`src/rtl/servile_wb_arbiter.sv`:
```
// servile_wb_arbiter: shares one SRAM Wishbone slave port between the CPU
// instruction bus (ibus, read-only) and data bus (dbus). One master is granted
// per transaction; out-of-range addresses and stalled accesses are answered
// with err instead of ack. A DONE bubble after every transaction keeps the
// master's trailing stb from being re-arbitrated.
// Optional feature macro: SERVILE_ARB_ROUND_ROBIN_EN -- when defined, a tie in
// IDLE goes to the master that did not win the previous grant; otherwise dbus
// always has priority.
module servile_wb_arbiter #(
  parameter int AW      = 10,
  parameter int TIMEOUT = 16
) (
  input  logic          i_clk,
  input  logic          i_rst,
  input  logic [31:0]   i_wb_ibus_adr,
  input  logic          i_wb_ibus_stb,
  output logic [31:0]   o_wb_ibus_rdt,
  output logic          o_wb_ibus_ack,
  output logic          o_wb_ibus_err,
  input  logic [31:0]   i_wb_dbus_adr,
  input  logic [31:0]   i_wb_dbus_dat,
  input  logic [3:0]    i_wb_dbus_sel,
  input  logic          i_wb_dbus_we,
  input  logic          i_wb_dbus_stb,
  output logic [31:0]   o_wb_dbus_rdt,
  output logic          o_wb_dbus_ack,
  output logic          o_wb_dbus_err,
  output logic [AW-3:0] o_wb_mem_adr,
  output logic [31:0]   o_wb_mem_dat,
  output logic [3:0]    o_wb_mem_sel,
  output logic          o_wb_mem_we,
  output logic          o_wb_mem_stb,
  input  logic [31:0]   i_wb_mem_rdt,
  input  logic          i_wb_mem_ack
);

  // Counter only has to reach TIMEOUT-1.
  localparam int            CW      = (TIMEOUT > 1) ? $clog2(TIMEOUT) : 1;
  localparam logic [CW-1:0] TO_LAST = CW'((TIMEOUT > 0) ? TIMEOUT - 1 : 0);

  typedef enum logic [1:0] {
    IDLE  = 2'd0,
    GNT_I = 2'd1,
    GNT_D = 2'd2,
    DONE  = 2'd3
  } state_t;

  state_t        state_q;
  logic [CW-1:0] cnt_q;
`ifdef SERVILE_ARB_ROUND_ROBIN_EN
  logic          last_dbus_q;  // 1: dbus won the most recent grant, 0: ibus
`endif

  logic        granted;
  logic        g_stb;
  logic [31:0] g_adr;
  logic        g_in_range;
  logic        timeout_hit;
  logic        resp_ack;
  logic        resp_err;
  logic        g_done;
  logic        pick_dbus;

  // Granted-master view, response decision and IDLE arbitration choice
  always_comb begin
    granted     = (state_q == GNT_I) || (state_q == GNT_D);
    g_adr       = (state_q == GNT_D) ? i_wb_dbus_adr : i_wb_ibus_adr;
    g_stb       = (state_q == GNT_D) ? i_wb_dbus_stb : i_wb_ibus_stb;
    g_in_range  = (g_adr >> AW) == 32'd0;
    timeout_hit = (TIMEOUT > 0) && (cnt_q == TO_LAST);
    // A dropped stb ends the grant silently; ack beats a same-cycle timeout.
    resp_ack    = granted && g_stb && g_in_range && i_wb_mem_ack;
    resp_err    = granted && g_stb &&
                  (!g_in_range || (!i_wb_mem_ack && timeout_hit));
    g_done      = granted &&
                  (!g_stb || !g_in_range || i_wb_mem_ack || timeout_hit);
`ifdef SERVILE_ARB_ROUND_ROBIN_EN
    pick_dbus   = i_wb_dbus_stb && (!i_wb_ibus_stb || !last_dbus_q);
`else
    pick_dbus   = i_wb_dbus_stb;
`endif
  end

  // Arbitration FSM with wait counter
  always_ff @(posedge i_clk or posedge i_rst) begin
    if (i_rst) begin
      state_q     <= IDLE;
      cnt_q       <= '0;
`ifdef SERVILE_ARB_ROUND_ROBIN_EN
      last_dbus_q <= 1'b0;
`endif
    end else begin
      case (state_q)
        IDLE: begin
          cnt_q <= '0;
          if (pick_dbus) begin
            state_q     <= GNT_D;
`ifdef SERVILE_ARB_ROUND_ROBIN_EN
            last_dbus_q <= 1'b1;
`endif
          end else if (i_wb_ibus_stb) begin
            state_q     <= GNT_I;
`ifdef SERVILE_ARB_ROUND_ROBIN_EN
            last_dbus_q <= 1'b0;
`endif
          end
        end
        GNT_I, GNT_D: begin
          if (g_done) begin
            state_q <= DONE;
          end else begin
            cnt_q <= cnt_q + CW'(1);
          end
        end
        default: begin
          state_q <= IDLE;
        end
      endcase
    end
  end

  // Route the granted master to the slave and the slave response back to it
  always_comb begin
    o_wb_mem_adr  = '0;
    o_wb_mem_dat  = '0;
    o_wb_mem_sel  = '0;
    o_wb_mem_we   = 1'b0;
    o_wb_mem_stb  = 1'b0;
    o_wb_ibus_rdt = '0;
    o_wb_ibus_ack = 1'b0;
    o_wb_ibus_err = 1'b0;
    o_wb_dbus_rdt = '0;
    o_wb_dbus_ack = 1'b0;
    o_wb_dbus_err = 1'b0;
    if (!i_rst && granted) begin
      o_wb_mem_adr = g_adr[AW-1:2];
      o_wb_mem_stb = g_stb && g_in_range;
      if (state_q == GNT_D) begin
        o_wb_mem_dat  = i_wb_dbus_dat;
        o_wb_mem_sel  = i_wb_dbus_sel;
        o_wb_mem_we   = i_wb_dbus_we;
        o_wb_dbus_rdt = i_wb_mem_rdt;
        o_wb_dbus_ack = resp_ack;
        o_wb_dbus_err = resp_err;
      end else begin
        // ibus only reads whole words
        o_wb_mem_sel  = 4'hF;
        o_wb_ibus_rdt = i_wb_mem_rdt;
        o_wb_ibus_ack = resp_ack;
        o_wb_ibus_err = resp_err;
      end
    end
  end

endmodule

```
`config.mk`:
```
export PLATFORM = sky130hd
export DESIGN_NAME = servile_wb_arbiter
export DESIGN_NICKNAME = d
export VERILOG_FILES = /design/src/rtl/servile_wb_arbiter.sv
export SDC_FILE = /design/constraint.sdc
export NUM_CORES = 1
export LEC_CHECK = 0
export ABC_CLOCK_PERIOD_IN_PS = 4300
export CORE_AREA = 2 2 96 98
export DETAILED_ROUTE_END_ITERATION = 16
export DIE_AREA = 0 0 98 100
export PLACE_DENSITY_LB_ADDON = 0.2
export SLEW_MARGIN = 0
export SYNTH_ARGS = -nofsm -noshare
export SYNTH_HDL_FRONTEND = slang
export SYNTH_SLANG_ARGS = --single-unit
```
`constraint.sdc`:
```
create_clock -name i_clk -period 4.3 [get_ports i_clk]
set_input_delay 0.86 -clock i_clk [delete_from_list [all_inputs] [get_ports i_clk]]
set_output_delay 0.86 -clock i_clk [all_outputs]
set_load 0.01 [all_outputs]
```
---- Word level (Yosys, flattened, before mapping) ----
Index checks and enable logic that the tools add are counted.
cells by class
  add/subtract/negate cells ............... 1
  equality and inequality tests ........... 6
  multiplexer cells ....................... 28
  reduce and logical (&&, ||, !) cells .... 23
operators by type and width
  operator             count
  $mux 32              7
  $logic_not 32->1     1
  $mux 1               12
  $mux 4               3
  $logic_and 1x1->1    8
  $mux 8               1
  $pmux 4 s2           1
  $mux 2               3
  $logic_or 1x1->1     5
  $add 4x1->4 const B  1
  $eq 4x4->1 const B   1
  $logic_not 1->1      4
  $ne 2x2->1 const B   2
  $pmux 2 s2           1
  $reduce_and 2->1     2
  $ne 3x3->1 const B   1
  $eq 2x1->1 const B   1
  $eq 2x2->1 const B   1
  $logic_not 2->1      1
  $reduce_bool 2->1    1
  $reduce_or 2->1      1
storage, ports and cells
  register bits ........................... 6
  word-level logic and storage cells ...... 60
  bits of input ports ..................... 138
  output and inout bits ................... 114

---- Longest topological paths before layout ----
  depth in word-level cells ............... 10
  mapped depth ............................ 8
  mapped depth without buffers ............ 7

---- Worst setup path before layout ----
No wires, ideal clock.
  path kind ............................... input to output
  start ................................... input i_wb_dbus_adr[20]
  end ..................................... output o_wb_ibus_ack
  data required time ...................... 3440 ps
  stages on the path ...................... 5
  path slack .............................. 1469 ps
  arrival time ............................ 1971 ps
  buffers on the path ..................... 0
  cell sequence ........................... nor4_1 nand4_1 a221oi_4 nand2_1 nor2_1
on the way
  cells in the longest elaborated chain, start to end .. 6
ends and longest elaborated chain
  what                            line  RTL
  start: declaration              20    input logic [31:0] i_wb_dbus_adr,
  $mux 32                         67    g_adr = (state_q == GNT_D) ? i_wb_dbus_adr : i_wb_ibus_adr;
  $logic_not 32->1                69    g_in_range = (g_adr >> AW) == 32'd0;
  $logic_and 1x1->1 (2 in a row)  72    resp_ack = granted && g_stb && g_in_range && i_wb_mem_ack;
  $mux 1                          138   if (state_q == GNT_D) begin
  $mux 1                          135   if (!i_rst && granted) begin
  end: declaration                18    output logic o_wb_ibus_ack,
Every way passes these cells.

---- Final worst setup path ----
  start ................................... input i_wb_dbus_adr[24]
  end ..................................... output o_wb_mem_stb
on the way
  cells in the longest elaborated chain, start to end .. 4
ends and longest elaborated chain
  what               line  RTL
  $mux 32            67
  $logic_not 32->1   69
  $logic_and 1x1->1  137   o_wb_mem_stb = g_stb && g_in_range;
  $mux 1             135
  end: declaration   32    output logic o_wb_mem_stb,
Every way passes these cells.

==> results_dict.tcl <==
set metrics [dict create \
    post_layout_nonfiller_instances 555 \
    worst_case_headroom_to_the_max_slew_limit_pct 74.4 \
    placement.io_buffers 247 \
    cellPowerDensity_mw_per_mm2 328 \
    cts_inserted_buffers 3 \
    post-cts-setup-buffers 0 \
    p_total_mw 1.33 \
    final_antenna_net_count 0 \
    dp_hpwl_um 6380 \
    first_pass_iters 4 \
    setup_violations 0 \
    synthesis.nets 344 \
    syn-instance-count 202 \
    timing.clock.skew_ps 1.98 \
    grt_util_all_layers_pct 14.0 \
    period_minus_slack_ps 3850 \
    leakage_nw 1.58 \
    global_route_wire_length_before_repair_um 11400 \
    synthDistinctLibCells 29 \
    cts-hold-fix-buffers 0 \
    yosysWarnings 0 \
    rows 35 \
    timing.critical_path.arrival_ps 2990 \
    power.switching_uw 526 \
    timing.final.max_slew_violations 0 \
    final.fill_count 856 \
    ctsLongestPathBuffers 2 \
    placed_cells 552 \
    cts_tree "built" \
    areaGrowthSynthToFinish_pct 191 \
    initial_utilization_pct 15.7 \
    ir_drop_uv 151 \
    rsz0062_at_grt "false" \
    finalSetupTns_ps 0 \
    globalRoute.totalOverflow 0 \
    crit_path_max_fanout 7 \
    post-route-drc-count 0 \
    layout-drive-gt1-share_pct 3.38 \
    synth.yosys.seq_area_share_pct 10.8 \
    start_kind "input pin" \
    routed_wirelength_um 7430 \
    avgViaCountPerCell 4.09 \
    finish.utilization_pct 45.6 \
    postSynth.asyncResetShare_pct 100 \
    clk_latency_ps 220 \
    number_of_gates_resized_after_cts 0 \
    die_area_mm2 0.00980 \
    internal_power_uw 802 \
    path_clk_slew_ps 30 \
    synthDominantAreaCellType "sky130_fd_sc_hd__and2_1" \
    synth-edff-count 0 \
    status "complete, no violations" \
    fp.dieH_um 100 \
    cts_root_buffer "sky130_fd_sc_hd__clkbuf_8" \
    fmax_ghz 0.260 \
    floorplan.die.width_um 98 \
    ys.flop_type "sky130_fd_sc_hd__dfrtp_1" \
    dr_total_vias 2268 \
    sequentialPowerShare_pct 5.6 \
    vias_in_the_first_global_route 2278 \
    antenna_cells_inserted 0 \
    ys_ff_latch 6 \
    synth_top_cell_area_share_pct 43.6 \
    clock_tree.htree_level_count 1 \
    detail_route.wl_per_cell_um 13.4 \
    layout.nets 588 \
    final_hold_viol_count 0 \
    largest_net_degree_at_the_start_of_global_routing 61 \
    cts.sinks 6 \
    cp_data_required_time_ps 3440 \
    max_cap_viol_count 0 \
    grt_antenna_before_repair 0 \
    timing.setup.critical_path_class "in -> out" \
    gp_congestion 0.777 \
    top_level_i_o_count 252 \
    design.core.area_mm2 0.00889 \
    combPwrFrac_pct 88.2 \
    power_switching_share_pct 39.6 \
    clockPowerShare_pct 6.2 \
    worst_hold_path_type "reg -> reg" \
    worst_pin_slew_ps 384 \
    post_synth.cell_area_avg_um2 6.89 \
    dominant_cells_by_area_after_synthesis "sky130_fd_sc_hd__and2_1, sky130_fd_sc_hd__dfrtp_1, sky130_fd_sc_hd__mux2i_1" \
    crit_path_end_kind "output port" \
    final.period_utilization_pct 89.6 \
    netlist_area_mm2 0.00139 \
    detailed_route_iter0_violations 18 \
]
-- cells in the mapped netlist, types with 2 or more instances --
| cell type | n |
|---|---|
| sky130_fd_sc_hd__a21oi_1 | 7 |
| sky130_fd_sc_hd__and2_1 | 97 |
| sky130_fd_sc_hd__and3_1 | 2 |
| sky130_fd_sc_hd__clkbuf_1 | 11 |
| sky130_fd_sc_hd__dfrtp_1 | 6 |
| sky130_fd_sc_hd__ha_1 | 4 |
| sky130_fd_sc_hd__inv_1 | 7 |
| sky130_fd_sc_hd__mux2i_1 | 12 |
| sky130_fd_sc_hd__nand2_1 | 8 |
| sky130_fd_sc_hd__nand2b_1 | 2 |
| sky130_fd_sc_hd__nand3_1 | 3 |
| sky130_fd_sc_hd__nand4_1 | 2 |
| sky130_fd_sc_hd__nor2_1 | 12 |
| sky130_fd_sc_hd__nor2b_1 | 4 |
| sky130_fd_sc_hd__nor3_1 | 3 |
| sky130_fd_sc_hd__nor4_1 | 8 |
| sky130_fd_sc_hd__o2bb2ai_1 | 2 |
-- cell usage in the layout (no fill, tap or decap), drive strengths merged --
cell type      instances
a21oi                  7
a221oi                 1
a31o                   1
and2                  97
and3                   2
and4                   1
and4b                  1
buf                    5
clkbuf                 3
clkdlybuf4s50        247
dfrtp                  6
ha                     4
inv                    7
mux2                   1
mux2i                 12
nand2                  9
nand2b                 2
nand3                  3
nand4                  2
nor2                  12
nor2b                  4
nor3                   3
nor4                   9
nor4b                  1
o21ai                  1
o2bb2ai                2
xor2                   1
-- power groups by stage --
stage          Clock, mW  Combinational [mW]  Sequential, mW
2_1_floorplan          0               0.514          0.0733
3_3_place_gp           0                1.19          0.0739
3_5_place_dp           0                1.18          0.0749
4_1_cts           0.0853                1.19          0.0741
5_1_grt           0.0885                1.27          0.0756
6_report          0.0824                1.17          0.0743
-- worst paths after layout --
| kind | end | slack [ps] | from | cells past startpoint |
|---|---|---|---|---|
| setup reg to reg | cnt_q[1] | 2180 | state_q[0] | 7 |
| hold / removal | cnt_q[0] | 510 | cnt_q[0] | 1 |
| min in group asynchronous | cnt_q[1] | 970 | i_rst | 3 |
| setup / recovery | o_wb_mem_stb | 450 | i_wb_dbus_adr[24] | 6 |
| hold reg to reg | cnt_q[0] | 510 | cnt_q[0] | 1 |
| max in group asynchronous | cnt_q[2] | 3200 | i_rst | 3 |
-- per-stage QoR --
step	cell area (µm²)	hold slack (ps)	setup slack, ps
2_1_floorplan	1390	474	1470
3_3_place_gp	4010	509	426
3_5_place_dp	4010	514	422
4_1_cts	4060	521	423
5_1_grt	4060	538	242
6_report	4060	515	448
-- area by class of cell --
type,instances,area [µm²],area share [%]
Clock buffer,3,41.3,1.02
Tap cell,111,139,3.42
Multi-Input combinational cell,176,1160,28.7
Inverter,7,26.3,0.648
Timing Repair Buffer,252,2530,62.5
Sequential cell,6,150,3.70
-- flip-flops by register name, indices dropped and copies added, names as in the netlist --
register  cells
state_q       2
cnt_q         4
-- worst max-delay path, stage by stage --
cell and delay [ps]:
sky130_fd_sc_hd__clkdlybuf4s50_1 400, sky130_fd_sc_hd__nor4_1 280, sky130_fd_sc_hd__nand4_1 210, sky130_fd_sc_hd__a221oi_4 470, sky130_fd_sc_hd__and4_1 240, sky130_fd_sc_hd__clkdlybuf4s50_1 530
-- per-layer routing --
layer  vias up  track usage [%]  routed length [µm]
met5         -                0                   0
met4         0             1.50                  70
met3         6             4.18                 745
met2       135             26.4                3820
met1       981             16.2                2790
li1       1146                -                   -
-- cell families after synthesis --
| logic type | synth area share (%) |
|---|---|
| and+or+nand+nor | 63.0 |
| buffers and inverters | 5.93 |
| muxes | 9.43 |
| AOI/OAI and AO/OA | 6.65 |
| adders and majority gates | 3.59 |
| xor gates and xnor gates | 0.629 |
| DFF | 10.8 |
Power figures use the tool's default switching activity.
